<file path="config.mk">
export PLATFORM = sky130hd
export DESIGN_NAME = div_arbiter
export DESIGN_NICKNAME = d
export VERILOG_FILES = /design/src/rtl/div_pkg.sv /design/src/rtl/div_arbiter_rr_arbiter.sv /design/src/rtl/div_arbiter.sv
export SDC_FILE = /design/constraint.sdc
export NUM_CORES = 1
export LEC_CHECK = 0
export ABC_AREA = 0
export CAP_MARGIN = 20
export CORE_AREA = 2 2 307 309
export CTS_BUF_LIST = sky130_fd_sc_hd__clkbuf_4 sky130_fd_sc_hd__clkbuf_8
export DETAILED_ROUTE_END_ITERATION = 10
export DIE_AREA = 0 0 309 311
export SYNTH_ARGS = -nofsm -noshare
export SYNTH_HDL_FRONTEND = slang
export SYNTH_HIERARCHICAL = 1
export SYNTH_SLANG_ARGS = --single-unit
export TNS_END_PERCENT = 1
</file>
<file path="constraint.sdc">
create_clock -name clk -period 4 [get_ports clk]
set_input_delay 0.6 -clock clk [delete_from_list [all_inputs] [get_ports clk]]
set_output_delay 0.6 -clock clk [all_outputs]
set_load 0.01 [all_outputs]
</file>
<file path="src/rtl/div_pkg.sv">
// Shared types and constants for the divider arbiter: FSM state encoding,
// default operand width and the all-ones result used for error responses.
package div_pkg;

    typedef enum logic [1:0] {
        ST_IDLE,
        ST_ISSUE,
        ST_WAIT,
        ST_RESP
    } div_state_t;

    localparam int DIV_SIZE_DEFAULT = 64;
    localparam int DIV_MAX_SIZE     = 256;

    // Error result; the top slices this down to its own SIZE.
    localparam logic [DIV_MAX_SIZE-1:0] DIV_ERR_ONES = '1;

endpackage

</file>
<file path="src/rtl/div_arbiter_rr_arbiter.sv">
// Combinational round-robin picker: returns a one-hot grant for the first
// asserted request at or after i_ptr, wrapping modulo NREQ.
module rr_arbiter #(
    parameter int NREQ = 4,
    parameter int PW   = (NREQ > 1) ? $clog2(NREQ) : 1
) (
    input  logic [NREQ-1:0] i_req,
    input  logic [PW-1:0]   i_ptr,
    output logic [NREQ-1:0] o_grant
);

    logic [PW:0]   w_sum;
    logic [PW-1:0] w_idx;
    logic          w_found;

    always_comb begin
        o_grant = '0;
        w_found = 1'b0;
        w_sum   = '0;
        w_idx   = '0;
        for (int off = 0; off < NREQ; off++) begin
            w_sum = {1'b0, i_ptr} + (PW+1)'(off);
            if (w_sum >= (PW+1)'(NREQ)) begin
                w_sum = w_sum - (PW+1)'(NREQ);
            end
            w_idx = w_sum[PW-1:0];
            if (!w_found && i_req[w_idx]) begin
                o_grant[w_idx] = 1'b1;
                w_found        = 1'b1;
            end
        end
    end

endmodule

</file>
<file path="src/rtl/div_arbiter.sv">
// Round-robin arbiter sharing one divider among NREQ requesters, one operation
// in flight. Optional watchdog/abort enabled by defining DIV_ARB_TIMEOUT_EN.
module div_arbiter
    import div_pkg::*;
#(
    parameter int SIZE    = DIV_SIZE_DEFAULT,
    parameter int NREQ    = 4,
    parameter int TIMEOUT = 4096
) (
    input  logic                 clk,
    input  logic                 rst,
    input  logic [NREQ*SIZE-1:0] req_dividend_tdata,
    input  logic [NREQ*SIZE-1:0] req_divisor_tdata,
    input  logic [NREQ-1:0]      req_tvalid,
    output logic [NREQ-1:0]      req_tready,
    output logic [SIZE-1:0]      resp_tdata,
    output logic [NREQ-1:0]      resp_tvalid,
    input  logic [NREQ-1:0]      resp_tready,
    output logic [SIZE-1:0]      div_dividend_tdata,
    output logic [SIZE-1:0]      div_divisor_tdata,
    output logic                 div_in_tvalid,
    input  logic                 div_in_tready,
    input  logic [SIZE-1:0]      div_out_tdata,
    input  logic                 div_out_tvalid,
    output logic                 div_out_tready
`ifdef DIV_ARB_TIMEOUT_EN
    ,
    output logic                 div_abort
`endif
);

    localparam int PW = $clog2(NREQ);
    localparam logic [SIZE-1:0] ERR_RESULT = DIV_ERR_ONES[SIZE-1:0];

    if (NREQ < 2 || NREQ > 8 || SIZE < 1 || SIZE > DIV_MAX_SIZE || TIMEOUT < 2) begin : g_param_check
        $error("div_arbiter: parameter out of range");
    end

    div_state_t      r_state, w_state_nxt;
    logic [PW-1:0]   r_rr_ptr, w_rr_ptr_nxt;
    logic [PW-1:0]   r_grant, w_grant_nxt;
    logic [NREQ-1:0] r_req_tready, w_req_tready_nxt;
    logic [NREQ-1:0] r_resp_tvalid, w_resp_tvalid_nxt;
    logic [SIZE-1:0] r_resp_tdata, w_resp_tdata_nxt;
    logic            r_div_in_tvalid, w_div_in_tvalid_nxt;
    logic            r_div_out_tready, w_div_out_tready_nxt;
    logic [SIZE-1:0] r_dividend, r_divisor;

    logic [NREQ-1:0] w_grant_oh;
    logic [NREQ-1:0] w_resp_oh;
    logic [PW-1:0]   w_grant_idx;
    logic [PW-1:0]   w_ptr_after;
    logic [SIZE-1:0] w_sel_dividend, w_sel_divisor;
    logic            w_load_ops;

`ifdef DIV_ARB_TIMEOUT_EN
    localparam int CNT_W = $clog2(TIMEOUT);
    logic [CNT_W-1:0] r_cnt, w_cnt_nxt;
    logic             r_div_abort, w_div_abort_nxt;
`endif

    rr_arbiter #(
        .NREQ (NREQ),
        .PW   (PW)
    ) u_rr (
        .i_req   (req_tvalid),
        .i_ptr   (r_rr_ptr),
        .o_grant (w_grant_oh)
    );

    // Grant index and the operands of the winning port.
    always_comb begin
        w_grant_idx    = '0;
        w_sel_dividend = '0;
        w_sel_divisor  = '0;
        for (int i = 0; i < NREQ; i++) begin
            if (w_grant_oh[i]) begin
                w_grant_idx    = PW'(i);
                w_sel_dividend = req_dividend_tdata[i*SIZE +: SIZE];
                w_sel_divisor  = req_divisor_tdata[i*SIZE +: SIZE];
            end
        end
        w_ptr_after = (w_grant_idx == PW'(NREQ-1)) ? '0 : w_grant_idx + 1'b1;
        w_resp_oh   = NREQ'(1) << r_grant;
    end

    always_comb begin
        w_state_nxt          = r_state;
        w_rr_ptr_nxt         = r_rr_ptr;
        w_grant_nxt          = r_grant;
        w_req_tready_nxt     = '0;
        w_resp_tvalid_nxt    = r_resp_tvalid;
        w_resp_tdata_nxt     = r_resp_tdata;
        w_div_in_tvalid_nxt  = r_div_in_tvalid;
        w_div_out_tready_nxt = r_div_out_tready;
        w_load_ops           = 1'b0;
`ifdef DIV_ARB_TIMEOUT_EN
        w_cnt_nxt            = r_cnt;
        w_div_abort_nxt      = 1'b0;
`endif
        case (r_state)
            ST_IDLE: begin
                if (|req_tvalid) begin
                    w_state_nxt         = ST_ISSUE;
                    w_grant_nxt         = w_grant_idx;
                    w_rr_ptr_nxt        = w_ptr_after;
                    w_req_tready_nxt    = w_grant_oh;
                    w_load_ops          = 1'b1;
                    // A zero divisor never raises div_in_tvalid.
                    w_div_in_tvalid_nxt = (w_sel_divisor != '0);
                end
            end
            ST_ISSUE: begin
                if (r_divisor == '0) begin
                    w_state_nxt       = ST_RESP;
                    w_resp_tdata_nxt  = ERR_RESULT;
                    w_resp_tvalid_nxt = w_resp_oh;
                end else if (r_div_in_tvalid && div_in_tready) begin
                    w_state_nxt          = ST_WAIT;
                    w_div_in_tvalid_nxt  = 1'b0;
                    w_div_out_tready_nxt = 1'b1;
`ifdef DIV_ARB_TIMEOUT_EN
                    w_cnt_nxt            = '0;
`endif
                end
            end
            ST_WAIT: begin
                if (r_div_out_tready && div_out_tvalid) begin
                    w_state_nxt          = ST_RESP;
                    w_resp_tdata_nxt     = div_out_tdata;
                    w_resp_tvalid_nxt    = w_resp_oh;
                    w_div_out_tready_nxt = 1'b0;
`ifdef DIV_ARB_TIMEOUT_EN
                end else if (r_div_abort) begin
                    w_state_nxt       = ST_RESP;
                    w_resp_tdata_nxt  = ERR_RESULT;
                    w_resp_tvalid_nxt = w_resp_oh;
                end else begin
                    w_cnt_nxt = r_cnt + 1'b1;
                    // Abort lands on the TIMEOUT-th WAIT cycle; stop accepting results then.
                    if (r_cnt == CNT_W'(TIMEOUT-2)) begin
                        w_div_abort_nxt      = 1'b1;
                        w_div_out_tready_nxt = 1'b0;
                    end
`endif
                end
            end
            ST_RESP: begin
                if (resp_tready[r_grant]) begin
                    w_state_nxt       = ST_IDLE;
                    w_resp_tvalid_nxt = '0;
                end
            end
            default: begin
                w_state_nxt = ST_IDLE;
            end
        endcase
    end

    always_ff @(posedge clk) begin
        if (rst) begin
            r_state          <= ST_IDLE;
            r_rr_ptr         <= '0;
            r_grant          <= '0;
            r_req_tready     <= '0;
            r_resp_tvalid    <= '0;
            r_resp_tdata     <= '0;
            r_div_in_tvalid  <= 1'b0;
            r_div_out_tready <= 1'b0;
`ifdef DIV_ARB_TIMEOUT_EN
            r_cnt            <= '0;
            r_div_abort      <= 1'b0;
`endif
        end else begin
            r_state          <= w_state_nxt;
            r_rr_ptr         <= w_rr_ptr_nxt;
            r_grant          <= w_grant_nxt;
            r_req_tready     <= w_req_tready_nxt;
            r_resp_tvalid    <= w_resp_tvalid_nxt;
            r_resp_tdata     <= w_resp_tdata_nxt;
            r_div_in_tvalid  <= w_div_in_tvalid_nxt;
            r_div_out_tready <= w_div_out_tready_nxt;
`ifdef DIV_ARB_TIMEOUT_EN
            r_cnt            <= w_cnt_nxt;
            r_div_abort      <= w_div_abort_nxt;
`endif
        end
    end

    // Operand registers are data only and carry no reset.
    always_ff @(posedge clk) begin
        if (w_load_ops) begin
            r_dividend <= w_sel_dividend;
            r_divisor  <= w_sel_divisor;
        end
    end

    assign req_tready         = r_req_tready;
    assign resp_tvalid        = r_resp_tvalid;
    assign resp_tdata         = r_resp_tdata;
    assign div_dividend_tdata = r_dividend;
    assign div_divisor_tdata  = r_divisor;
    assign div_in_tvalid      = r_div_in_tvalid;
    assign div_out_tready     = r_div_out_tready;
`ifdef DIV_ARB_TIMEOUT_EN
    assign div_abort          = r_div_abort;
`endif

endmodule
</file>
* Yosys cells after proc, flatten, opt, wreduce, memory -nomap -nowiden
Index checks and enable logic that the tools add are counted.
** Word-level totals
- Register bits :: 208
- Input port bits :: 588
- Logic and storage cells :: 138
** Operators by class
- Add/sub/neg operators :: 8
- Magnitude comparators :: 13
- Equal/unequal tests :: 11
- Shift-type cells :: 1
- Muxes and demuxes :: 64
- Bitwise gates (word level) :: 5
- Reduce and logical (&&, ||, !) cells :: 26
** Operator list (count)
- $mux 64 :: 10
- $pmux 64 s2 :: 1
- $logic_not 64->1 :: 1
- $reduce_bool 64->1 :: 1
- $mux 4 :: 7
- $mux 2 :: 12
- $mux 1 :: 21
- $reduce_and 4->1 :: 4
- $lt 2x3->1 const B :: 5
- $ne 2x2->1 const B :: 6
- $or 4x4->4 :: 3
- $pmux 4 s3 :: 1
- $bmux 1 s2 :: 5
- $ge 3x3->1 const B :: 3
- $logic_and 1x1->1 :: 9
- $demux 1 s2 :: 4
- $ge 2x1->1 const B :: 4
- $pmux 2 s4 :: 1
- $sub 2x1->2 const B :: 4
- $add 2x2->3 const B :: 2
- $eq 2x2->1 const B :: 3
- $pmux 1 s2 :: 2
- $reduce_bool 2->1 :: 2
- $reduce_or 4->1 :: 1
- 13 further kinds :: 16

* Depth between registers and ports, before layout
Gate-level depths: netlist of the first run.
- Depth after elaboration :: 21
- Mapped depth :: 17

* By module
Netlist of the first run, hierarchy kept.
** Modules (own cells, without submodules)
- div_arbiter :: instances 1, cells each 1026, area an instance 10461.3 sq um, sequential area each 5445.2 sq um
- rr_arbiter :: instances 1, cells each 30, area an instance 302.8 sq um, sequential area each 0.0 sq um

* Worst setup path after synthesis of the first run
Ideal clock, no wire load.
- Path type :: input to register
- Start :: in req_tvalid[1]
- End :: reg r_dividend[0] (netlist: div_dividend_tdata[0]) (enable)
- Library setup time :: 0.484 ns
- Arrival :: 3.437 ns
- Required time :: 3.516 ns
- Path slack :: 0.079 ns
- Stages on the path :: 3
- Cells stage by stage :: nor4_1 -> nand2b_1 -> inv_1
** Between the ends
- Word-level cells in the longest chain between the ends :: 3
** RTL lines
- start: declaration :: line div_arbiter.sv:14 : input logic [NREQ-1:0] req_tvalid,
- $reduce_or 4->1 :: line div_arbiter.sv:103 : if (|req_tvalid) begin
- $mux 1 :: line div_arbiter.sv:103
- $mux 1 :: line div_arbiter.sv:101 : case (r_state)
- net w_load_ops :: line div_arbiter.sv:54 : logic w_load_ops;
- end signal: assignment :: line div_arbiter.sv:193 : r_dividend <= w_sel_dividend;
- end: declaration :: line div_arbiter.sv:47 : logic [SIZE-1:0] r_dividend, r_divisor;
The timed path passes the listed nets, and every way through them passes these cells.
A chain may end at the register's enable or synchronous reset.

* Final worst setup path of the first run
- Start :: reg r_rr_ptr[0]
- End :: reg r_div_in_tvalid (netlist: div_in_tvalid)
** RTL lines
- start: declaration :: line div_arbiter.sv:40 : logic [PW-1:0] r_rr_ptr, w_rr_ptr_nxt;
- start signal: assignment :: line div_arbiter.sv:176 : r_rr_ptr <= w_rr_ptr_nxt;
- branches (longest 13 deep; another with $add 2x1->3)
- $mux 4 * :: line div_arbiter_rr_arbiter.sv:27 : if (!w_found && i_req[w_idx]) begin
- net w_grant_oh[1] :: line div_arbiter.sv:49 : logic [NREQ-1:0] w_grant_oh;
- $mux 64 * (3 in a row) :: line div_arbiter.sv:77 : if (w_grant_oh[i]) begin
- net w_sel_divisor[1] :: line div_arbiter.sv:53 : logic [SIZE-1:0] w_sel_dividend, w_sel_divisor;
- $reduce_bool 64->1 * :: line div_arbiter.sv:110 : w_div_in_tvalid_nxt = (w_sel_divisor != '0);
- $mux 1 * :: line div_arbiter.sv:103
- $pmux 1 s2 * :: line div_arbiter.sv:101
- end signal: assignment :: line div_arbiter.sv:181 : r_div_in_tvalid <= w_div_in_tvalid_nxt;
- end: declaration :: line div_arbiter.sv:45 : logic r_div_in_tvalid, w_div_in_tvalid_nxt;
Mark *: on every way through the listed nets, which the timed path passes. The select of a mux whose other input is x is not followed.

==> flow_summary_export.csv, run 1 <==
group,metric,value,unit
outcome,status,"finished clean",
logic_synthesis,ys.flop_type,"edfxtp_1",
timing,finalClockSkew,0.0206,ns
clock_network,cts.sinks,208,
floorplan,rows,112,
worst_setup_path,r2r_slack,0.15,ns
clock_network,clockBufferDepth,3,
worst_setup_path,cp.depth,14,
drt,wire_per_inst,23.8,um
drt,totalWireLength,76700,um
drt,vias,13000,
global_routing,grt_first_pass_wirelength,99900,um
worst_setup_path,critical_path_class,"reg -> reg",
worst_setup_path,cp.arrival,4.36,ns
finish,fin_nets,2522,
logic_synthesis,netlist.top_cell.by_area,"edfxtp_1",
worst_setup_path,cpMostUsedCell,"buf_4",
worst_hold_path,holdPathStages,2,
pwr,cellPowerDensity,962,mW/mm^2
global_routing,antenna_found_initial,33,
worst_setup_path,startpoint_type,"register",
worst_setup_path,required,4.52,ns
logic_synthesis,yosysMostFrequentCell,"a22oi_1",
pwr,irDropWorstVdd,0.506,mV
worst_setup_path,path_max_fanout,7,
clock_network,clk_latency,0.64,ns
floorplan,die_w,309,um
worst_setup_path,cp_slowest_stage_delay,0.52,ns
timing,timing.hold.ws,0.214,ns
worst_setup_path,crit_family,"simple AND/OR/NAND/NOR gates",
logic_synthesis,syn_avg_cell_area,10.2,sq um
drt,ant_nets,0,
timing,setup_viol,0,
drt,viasPerCell,4.04,
logic_synthesis,yosys.area.top_type_share,35.7,%
finish,stdcell_count,3221,
finish,post_route_cells_drive_above_1_share,13.4,%
clock_network,cts_buffers,43,
drt,dr.pass1.iters,5,
worst_setup_path,crit_chain,"buf_6 -> mux4_2 -> buf_4 -> nor4b_4 -> a221o_1 -> nor2b_1 -> a221oi_2 -> buf_4 -> o31ai_1 -> nor4_2 -> nand3_2 -> nor3_2 -> nand3_1 -> a32o_1",
worst_setup_path,critPathBufInv,3,
worst_setup_path,slowest_stage,"mux4_2",
floorplan,die_h,311,um
logic_synthesis,yosysWarnings,6,
clock_network,cts.clk_slew.worst_paths,0.06,ns
floorplan,core_area,0.0928,sq mm
global_routing,grt_pass1_vias,12800,
worst_hold_path,hold_class,"in -> reg",
worst_setup_path,cp-end-kind,"register",
timing,clock.fmax,260,MHz
worst_setup_path,reg2regPathDepth,14,
logic_synthesis,synth_edf_count,128,
logic_synthesis,ys_seq_area_share,50.6,%
place,hpwl,61300,um
logic_synthesis,synthCells,1056,
finish,area_growth,105,%
timing,tightest_slew,0.869,ns
flow_run,drv_cap,0,
drt,route.detailed.drc,0,
finish,final_util,23.8,%
floorplan,initial_core_util,11.6,%
logic_synthesis,syn_area,0.0108,sq mm
clock_network,htreeDepth,2,
logic_synthesis,async_flop_share,0,%
logic_synthesis,yosys-top-cells-area,"edfxtp_1, a22oi_1, dfxtp_1, o21ai_0, a311oi_1",
timing,hold_viol_final,0,
timing,drv_slew,0,
finish,num-fill-cells,10100,
clock_network,cts_tree,"built",
floorplan,num_io_pins,790,
logic_synthesis,synth_common_cells,"a22oi_1, edfxtp_1, o21ai_0",
drt,drt_iter0_markers,1046,
global_routing,grt_max_degree,89,
global_routing,globalRouteOverflowTotal,0,
timing,fin_tns_setup,0,ns
floorplan,die_area,0.0961,sq mm
place,gp_congestion,0.907,
timing,min_period,3.85,ns
logic_synthesis,syn_nets,1655,
pwr,p_leak,7.90,nW
clock_network,cts-root-buf,"clkbuf_8",
timing,relSlewSlack,42.0,%
global_routing,grt_use_total,14.8,%
logic_synthesis,yosys.cell_types.count,46,
timing,period_share,96.1,%
logic_synthesis,ys_ff_latch,208,
place,place_inst,3118,
place,portBuffers,789,
## layer usage
metal	global-route usage, %	share of wire [%]	up-vias
met3	4.78	10	133
met1	17.4	39	6187
met2	24.2	47	775
li1	-	-	5918
met5	0	0.11	-
met4	6.67	3.7	12
## cell families after synthesis
group           after synthesis  synth area share, %
buf+inv                     187                 7.64
flops                       208                 50.6
compound gates              470                 31.0
fa+ha+maj                    11                 1.28
mux                           8                 1.36
simple gates                172                 8.10
## metrics by stage
stage	area, sq um	setup slack, ns	total power, W
2_1_floorplan	10800	0.0791	0.0107
3_3_place_gp	20800	-0.506	0.0179
3_5_place_dp	20800	-0.593	0.0181
4_1_cts	21700	0.00181	0.0206
5_1_grt	22100	-0.0178	0.0226
6_report	22100	0.155	0.0212
## power breakdown
group | internal (W) | switching [W]
Combinational | 0.00645 | 0.00765
Sequential | 0.00415 | 0.000639
Clock | 0.00123 | 0.00110
Total | 0.0118 | 0.00938
## cell usage in the layout (no fill, tap or decap), drive strengths merged, types with 4 or more instances in the layout
master         count
a311oi            64
a22oi            225
ha                11
clkinv            14
nand4              5
diode             13
clkbuf            60
nor3               7
buf              134
edfxtp           128
nor2b              6
mux4               5
nand2             20
nor2              81
clkdlybuf4s50    788
nand3              5
nor4              35
inv               88
dfxtp             80
and3               4
o21ai            121
a221o              4
a221oi            16
a21oi             17
a21o              13
## layout make-up
class | instances | area, sq um | share of cell area [%]
clock buffer | 58 | 711 | 3.22
timing repair buffer | 924 | 9110 | 41.3
sequential | 208 | 5450 | 24.7
clock inverter | 18 | 130 | 0.590
inverter | 85 | 324 | 1.47
multi-input combinational | 661 | 4740 | 21.5
tap | 1254 | 1570 | 7.11
antenna | 13 | 32.5 | 0.147
## sequential cells by signal, indices dropped and copies added, names as in the netlist
register,flops
r_state,2
div_out_tready,1
div_in_tvalid,1
r_rr_ptr,2
div_dividend_tdata,64
req_tready,4
resp_tdata,64
r_grant,2
resp_tvalid,4
div_divisor_tdata,64
## worst paths after layout
kind                          startpoint                          end
max reg2reg     r_rr_ptr[0]$_SDFFE_PP0P_   div_in_tvalid$_SDFFE_PP0P_
max             r_rr_ptr[0]$_SDFFE_PP0P_   div_in_tvalid$_SDFFE_PP0P_
min                                  rst  resp_tdata[57]$_SDFFE_PP0P_
min reg2reg  resp_tvalid[1]$_SDFFE_PP0P_  resp_tvalid[1]$_SDFFE_PP0P_
## what timing repair did
item,CTS,global route
setup endpoints to repair,1,1
buffers inserted,0,11
hold buffers,0,0
hold endpoints to repair,0,0
gates resized for setup,4,62
pin swaps,1,20
gates cloned,0,3
Note: power is estimated with default switching activity, not from simulation.
==> run 2: changes to the inputs <==
--- a/config.mk
+++ b/config.mk
@@ -11,6 +11,7 @@
 export CTS_BUF_LIST = sky130_fd_sc_hd__clkbuf_4 sky130_fd_sc_hd__clkbuf_8
 export DETAILED_ROUTE_END_ITERATION = 10
 export DIE_AREA = 0 0 309 311
+export PLACE_DENSITY = 0.41
 export SYNTH_ARGS = -nofsm -noshare
 export SYNTH_HDL_FRONTEND = slang
 export SYNTH_HIERARCHICAL = 1
==> run 2 against run 1 <==
Against the previous run:
- worst setup slack got worse by 0.017 ns
- clock-buffer cell count rose by 8
- global-route usage fell by 1.1 points
- sequential power barely moved
- largest power group unchanged
- routed wire length fell by 10%
- cell count fell by 0.19%
- total power fell by 2.4%
- hold slack improved by 0.10 ns
- die area did not move
==> flow_summary_export.csv, run 2 (same netlist as run 1, synthesis figures left out) <==
group,metric,value,unit
finish,final_cell_area,0.0219,sq mm
pwr,p_leak,7.88,nW
worst_setup_path,critical_path_class,"reg -> reg",
global_routing,globalRouteOverflowTotal,0,
timing,period_share,96.6,%
drt,viasPerCell,3.95,
floorplan,die_h,311,um
timing,finalClockSkew,0.0345,ns
finish,stdcell_count,3215,
finish,area_growth,104,%
pwr,power,0.0207,W
pwr,cellPowerDensity,944,mW/mm^2
place,hpwl,55900,um
outcome,status,"finished clean",
clock_network,clk_latency,0.64,ns
worst_hold_path,hold_class,"in -> reg",
worst_setup_path,slowest_stage,"dfxtp_4",
clock_network,cts.clk_slew.worst_paths,0.06,ns
worst_setup_path,cp_slowest_stage_delay,0.39,ns
worst_setup_path,startpoint_type,"register",
global_routing,antenna_found_initial,15,
drt,wire_per_inst,21.4,um
floorplan,num_io_pins,790,
timing,rsz0062_at_grt,"true",
timing,tightest_slew,0.857,ns
timing,min_period,3.86,ns
clock_network,cts_tree,"built",
floorplan,rows,112,
global_routing,grt_max_degree,81,
global_routing,grt_pass1_vias,13400,
worst_setup_path,cpMostUsedCell,"buf_4",
clock_network,htreeDepth,2,
timing,hold_viol_final,0,
finish,post_route_cells_drive_above_1_share,12.5,%
place,gp_congestion,0.888,
global_routing,grt_first_pass_wirelength,96000,um
floorplan,core_area,0.0928,sq mm
drt,vias,12700,
worst_setup_path,crit_chain,"inv_1 -> ha_4 -> mux4_2 -> buf_4 -> nor3b_2 -> buf_4 -> a221o_4 -> nor2b_4 -> buf_12 -> buf_4 -> a22oi_1 -> o21ai_0 -> nor4_1 -> and4_2 -> nand3_1 -> a32o_1",
clock_network,cts_buffers,45,
timing,setup_viol,0,
clock_network,cts.sinks,208,
timing,drv_slew,0,
floorplan,die_area,0.0961,sq mm
clock_network,clockBufferDepth,3,
worst_setup_path,cp.arrival,4.38,ns
timing,clock.fmax,259,MHz
timing,relSlewSlack,42.9,%
place,place_inst,3126,
flow_run,drv_cap,0,
global_routing,grt_use_total,13.7,%
drt,route.detailed.drc,0,
drt,dr.pass1.iters,7,
place,portBuffers,789,
worst_setup_path,cp-end-kind,"register",
floorplan,die_w,309,um
worst_setup_path,path_max_fanout,32,
finish,fin_nets,2521,
pwr,irDropWorstVdd,0.601,mV
drt,drt_iter0_markers,771,
worst_setup_path,required,4.52,ns
place,place_area,0.0208,sq mm
finish,final_common_cell,"clkdlybuf4s50_1",
clock_network,cts-root-buf,"clkbuf_8",
floorplan,initial_core_util,11.6,%
finish,layout_common_cells,"clkdlybuf4s50_1, a22oi_1, edfxtp_1",
drt,ant_nets,0,
timing,fin_tns_setup,0,ns
drt,totalWireLength,68800,um
-- run 2: metal layers --
layer / GRT usage, % / vias up / routed length [um]
li1: - / 5905 / -
met1: 15.4 / 6106 / 26500
met2: 24.9 / 569 / 35300
met3: 3.23 / 118 / 4830
met4: 4.45 / 12 / 2070
met5: 0 / - / 88
-- run 2: worst paths after layout --
check	end	slack (ns)	depth (start not counted)	start
worst min register to register	resp_tvalid[1]$_SDFFE_PP0P_	0.48	2	resp_tvalid[1]$_SDFFE_PP0P_
worst max-delay path	div_in_tvalid$_SDFFE_PP0P_	0.14	16	r_rr_ptr[0]$_SDFFE_PP0P_
worst max register to register	div_in_tvalid$_SDFFE_PP0P_	0.14	16	r_rr_ptr[0]$_SDFFE_PP0P_
worst min-delay path	r_rr_ptr[0]$_SDFFE_PP0P_	0.32	2	rst
-- run 2: critical path: cells and delay by family, from the launching register on --
family	cells	cell delay, ns
fa+ha+maj	1	0.28
mux	1	0.36
flops	1	0.39
buf+inv	5	0.76
simple gates	5	1.06
compound gates	4	0.83
-- run 2: repair_timing --
item | CTS | global route
setup endpoints to repair | 3 | 15
hold buffers | 0 | 0
pin swaps | 1 | 4
buffers inserted | 2 | 1
resized for setup | 9 | 16
-- run 2: metrics by stage --
stage	util [%]	hold WS, ns	worst slack [ns]
4_1_cts	23.5	0.234	0.0199
3_5_place_dp	22.5	0.483	-0.849
2_1_floorplan	-	0.491	0.0791
6_report	23.6	0.317	0.138
5_1_grt	23.6	0.267	-0.0149
3_3_place_gp	22.5	0.467	-0.800
-- run 2: cell type report --
type,instances,area [sq um]
Fill cell,10000,70800
Timing Repair Buffer,921,9000
Sequential cell,208,5450
Multi-Input combinational cell,661,4630
Tap cell,1254,1570
Clock buffer,66,858
Inverter,85,324
Clock inverter,12,68.8
Antenna cell,8,20.0
-- run 2: where the power goes --
group          internal [W]  leakage [nW]  switching, W
Sequential          0.00416          1.98      0.000637
Combinational       0.00616          5.41       0.00728
Clock               0.00137         0.493       0.00109
